==> config.mk <==
export PLATFORM = sky130hd
export DESIGN_NAME = reg_bank_writeback
export DESIGN_NICKNAME = d
export VERILOG_FILES = /design/src/rtl/reg_bank_writeback.sv
export SDC_FILE = /design/constraint.sdc
export NUM_CORES = 2
export LEC_CHECK = 0
export CAP_MARGIN = 20
export CORE_UTILIZATION = 52
export CTS_BUF_LIST = sky130_fd_sc_hd__clkbuf_4 sky130_fd_sc_hd__clkbuf_8
export DETAILED_ROUTE_END_ITERATION = 10
export DONT_BUFFER_PORTS = 1
export PLACE_DENSITY = 0.76
export SETUP_SLACK_MARGIN = 0.4
export SLEW_MARGIN = 10
export SYNTH_ARGS = -nofsm -noshare
export SYNTH_HDL_FRONTEND = slang
export SYNTH_SLANG_ARGS = --single-unit
==> constraint.sdc <==
create_clock -name clk -period 116.9 [get_ports clk]
set_clock_uncertainty 0.1 [all_clocks]
set_input_delay 23.38 -clock clk [delete_from_list [all_inputs] [get_ports clk]]
set_output_delay 23.38 -clock clk [all_outputs]
set_load 0.005 [all_outputs]
==> src/rtl/reg_bank_writeback.sv <==
// reg_bank_writeback: 32x32 MIPS register bank with a one-entry staged write-back.
//
// Ports:
//   clk        - system clock, rising edge
//   reset      - asynchronous active-high reset
//   RegWrite   - write request, sampled on the rising edge
//   WriteReg   - destination register index (RegDst mux output)
//   WriteData  - value to write
//   ReadReg1   - read port 1 index (rs)
//   ReadReg2   - read port 2 index (rt)
//   ReadData1  - read port 1 data, combinational
//   ReadData2  - read port 2 data, combinational
//   WbPending  - staged write is valid and not yet committed (registered)
//
// Parameters:
//   SP_RESET   - reset value of $29 (stack pointer)
//   RA_RESET   - reset value of $31 (return address)
//
// Optional feature (macro REGBANK_BYPASS_EN):
//   When defined, reads forward the staged entry, giving a read-after-write
//   latency of one edge. When undefined, reads see only the committed array
//   and the read-after-write latency is two edges.
//
// A write request is captured into the stage on one edge and committed to the
// array on the next. Capture and commit share an edge, so consecutive writes
// stream at one per cycle and commit in request order.
module reg_bank_writeback #(
   parameter logic [31:0] SP_RESET = 32'd227,
   parameter logic [31:0] RA_RESET = 32'd0
) (
   input  logic        clk,
   input  logic        reset,
   input  logic        RegWrite,
   input  logic [4:0]  WriteReg,
   input  logic [31:0] WriteData,
   input  logic [4:0]  ReadReg1,
   input  logic [4:0]  ReadReg2,
   output logic [31:0] ReadData1,
   output logic [31:0] ReadData2,
   output logic        WbPending
);

   localparam logic [4:0] SP_IDX = 5'd29;
   localparam logic [4:0] RA_IDX = 5'd31;

   logic [31:0] regs [32];

   logic        stg_valid;
   logic [4:0]  stg_addr;
   logic [31:0] stg_data;

   logic        capture;

   // Writes aimed at $0 are dropped at capture time, so the stage never
   // holds an entry for $0 and $0 in the array stays at zero.
   assign capture = RegWrite && (WriteReg != 5'd0);

   // Write-back stage. Reset discards any entry that has not committed yet.
   always_ff @(posedge clk or posedge reset) begin
      if (reset) begin
         stg_valid <= 1'b0;
         stg_addr  <= 5'd0;
         stg_data  <= 32'd0;
      end else begin
         stg_valid <= capture;
         if (capture) begin
            stg_addr <= WriteReg;
            stg_data <= WriteData;
         end
      end
   end

   // Register array. The commit uses the entry captured on the previous
   // edge, so a new capture on this same edge never disturbs it.
   always_ff @(posedge clk or posedge reset) begin
      if (reset) begin
         for (int i = 0; i < 32; i++) begin
            if (5'(i) == SP_IDX) begin
               regs[i] <= SP_RESET;
            end else if (5'(i) == RA_IDX) begin
               regs[i] <= RA_RESET;
            end else begin
               regs[i] <= 32'd0;
            end
         end
      end else if (stg_valid) begin
         regs[stg_addr] <= stg_data;
      end
   end

   assign WbPending = stg_valid;

   // Read ports. Index 0 is forced to zero independent of array contents.
   always_comb begin
      ReadData1 = 32'd0;
      ReadData2 = 32'd0;
      if (ReadReg1 != 5'd0) begin
`ifdef REGBANK_BYPASS_EN
         if (stg_valid && (stg_addr == ReadReg1)) begin
            ReadData1 = stg_data;
         end else begin
            ReadData1 = regs[ReadReg1];
         end
`else
         ReadData1 = regs[ReadReg1];
`endif
      end
      if (ReadReg2 != 5'd0) begin
`ifdef REGBANK_BYPASS_EN
         if (stg_valid && (stg_addr == ReadReg2)) begin
            ReadData2 = stg_data;
         end else begin
            ReadData2 = regs[ReadReg2];
         end
`else
         ReadData2 = regs[ReadReg2];
`endif
      end
   end

endmodule

==> impl_results.md <==
* Sequential Area at 26,600 sq um
* Maximum VDD drop at 0.0000126 V
* Layout area overhead at 7.59%
* Final period util at between 40% and 50%
* EDFF count, synth at 0
* Clk sinks at about 1,100
* Die width at around 330 um
* Synth area leaders: dfrtp_1 (47%), mux2_2 (20%), mux4_2 (18%)
* CTS Hold Bufs at 0
* Vias/cell at between 7 and 8
* Slowest cell delay on critical path at 1.03 ns
* Pin count of the biggest net entering global routing at 290
* CTS Root Cell: clkbuf_8
* Slowest CP cell: a311oi_1
* Via Count at approximately 36,000
* Routed Antenna Nets at 0
* Post-synthesis average cell area at between 15 and 20 sq um
* PortBufs at 0
* Warnings from Yosys at 0
* Register area share after synthesis at 47.1%
* Top Ports at ~120
* Cell Pwr Density at 19.7 nW/um^2
* Dpl cells at approximately 4,800
* Placer Congestion at 0.847
* Hold worst-path end: regs[287]$_DFFE_PP0P_
* Met3 routed WL at 17.4 mm
* Post-DP HPWL at between 90 and 100 mm
* MaxCap Viol Count at 0
* Syn nets at 3,764
* Post-CTS setup buffers at 0
* Max-slew violation count at 0
* Layout Cells excl Fill at 5,101
* Met2 WL at 77.6 mm
* Cts bufs inserted at between 150 and 200
* RSZ-0062 raised after global routing: false
* Worst slew margin at a little under a tenth
* Crit-path cells: clkinv_2 -> nor2_2 -> a22oi_1 -> a311oi_1
* Startpoint types: input pin
* WS Path Type: in -> out
* Worst Hold Class: reg -> reg
* Post-CTS sizing at 0
* Final Hold Fails at 0
* CTS H-tree depth at 4
* # fillers at 8,317
* Total core area at about 110,000 sq um
* Tightest Pin Transition at 1.35 ns
* Req. time, crit path at 93.42 ns
* Later-pin clock latency in the skew report at roughly 0.87 ns
* Unique cell type count in the Yosys netlist at between 40 and 50
* Initial antenna violation count at 2
* Reg2reg setup slack at ~110 ns
* Grt total ovfl at 0
* CP endpoint kind: output port
* Crit path DAT at around 26 ns
* Setup TNS at 0 ns
* Hold path start: regs[287]$_DFFE_PP0P_
* First-pass GRT wire length at about 250 mm
* Reg2reg start: WbPending$_DFF_PP0_
* Min-Delay Path Depth at 1
* CTS tree: built
* Post-synthesis cell count at ~3,700
* Initial core utilization at between 50% and 60%
* CP max FO at 71
* CTS max path bufs at 3
* 1st-iter DRT viols at between 3,000 and 4,000
* Clock transition at the registers of the reported paths at around 0.06 ns
* WL/cell at around 33 um
* Top routing layer in use: met5
* Core Util, Final at a little under three fifths
* Outcome: complete, no violations
* Tmin final at around 50 ns
* DRT Pass-1 Iters at 5
* Rows at 120
* Synth Cell Area at 56,400 sq um
* Synth top area share at between 40% and 50%
* Leak Pwr at approximately 26 nW
* Dominant synthesized flop cell: dfrtp_1
* Vias in the first global route at 37,100
* Wl on met1 at 65.2 mm
* Multi-input gate area at around 28,000 sq um
* DIE HEIGHT at about 330 um
* Reg2reg end: regs[76]$_DFFE_PP0P_
* FFs w/ async S/R, synth at 100%
* Post-synthesis register bit count at 1,062
* Setup-failing EPs final at 0
* Final wirelength at around 170 mm
* Share of cells above drive strength 1 at around half
* Drt drc at 0
* Synth area leader: dfrtp_1
* Die ar. at approximately 110,000 sq um
* Reg2Reg Depth at 4
* Number of nets in the layout at approximately 3,600
* Max Fclk at a little over 20 MHz
* GRT Total Usage at 31.1%
metrics by stage:
step           hold slack (ns)  instance area (sq um)  worst slack, ns  power, mW
3_5_place_dp             0.391                  56700            67.41      0.849
2_1_floorplan            0.370                  56400            63.53      0.782
6_report                 0.405                  60700            67.16       1.20
3_3_place_gp             0.379                  56700            67.42      0.833
4_1_cts                  0.404                  60400            67.39       1.19
5_1_grt                  0.420                  60700            67.24       1.25
synthesized netlist by cell type (66+ instances only):
cell type  instances
mux2i_1          128
nand2_1           70
nor2b_1           66
mux2_1           125
dfrtp_1         1057
o21ai_1          102
mux4_2           448
buf_2            145
mux2_2           995
buf_4             74
clkbuf_1         144
flip-flops by register name (all words and copies together), names as in the netlist:
register / flops
regs: 1024
stg_data: 32
WbPending: 1
stg_addr: 5
layout make-up:
cell class / instances / area share (%)
Tap cell: 1403 / 2.89
Inverter: 4 / 0.0412
Timing Repair Buffer: 82 / 1.45
Antenna cell: 2 / 0.00824
Sequential cell: 1062 / 43.8
Multi-Input combinational cell: 2247 / 45.8
Clock inverter: 23 / 0.361
Clock buffer: 278 / 5.65
how the worst max path moves through the flow:
stage	slack, ns	cells after the start	start	end
floorplan	63.53	1	reset	WbPending$_DFF_PP0_
global placement	67.42	4	ReadReg2[0]	ReadData2[10]
detailed placement	67.41	4	ReadReg2[0]	ReadData2[10]
CTS	67.39	4	ReadReg2[0]	ReadData2[10]
global route	67.24	4	ReadReg2[0]	ReadData2[0]
finish	67.16	4	ReadReg2[0]	ReadData2[10]
cell usage in the layout (no fill, tap or decap), types with 4 or more instances in the layout:
cell type	synthesis	layout
clkinv_2	0	10
a22oi_1	64	64
a221oi_1	45	45
nor2b_1	66	64
mux2_2	995	995
mux2_1	125	125
mux2i_1	128	128
clkinvlp_4	0	6
clkbuf_4	0	64
o21ai_1	102	101
dfstp_2	5	5
nand3b_1	4	4
nand2_1	70	54
nand2_2	0	16
o21ai_0	8	8
nor2b_4	1	4
a211oi_1	64	64
a311oi_1	64	62
dfrtp_1	1057	1057
buf_16	0	12
inv_8	0	6
buf_4	74	64
nor2_4	0	18
clkbuf_8	0	215
o2111ai_1	19	19
mux4_2	448	448
kinds of logic after synthesis:
kind of cell           Yosys count  share of synthesized area [%]
multiplexers                  1696                           42.5
AO/OA/AOI/OAI                  366                           4.66
AND/OR/NAND/NOR                185                           1.79
flip-flops                    1062                           47.1
buffers and inverters          405                           3.97
power by group:
group | switching [mW] | internal, mW
clock | 0.154 | 0.190
sequential | 0.0861 | 0.478
combinational | 0.103 | 0.186
metal layers:
| metal | vias up | global-route usage, % |
|---|---|---|
| li1 | 14100 | - |
| met1 | 19400 | 40.6 |
| met2 | 1950 | 47.2 |
| met3 | 556 | 9.25 |
| met4 | 2 | 16.2 |
| met5 | - | 0 |
worst max-delay path: cells and delay by family:
kind / cells / cell delay [ns]
compound gates: 2 / 1.18
simple gates: 1 / 0.90
buf+inv: 1 / 0.70
No activity file was read; power rests on OpenSTA's default activity.
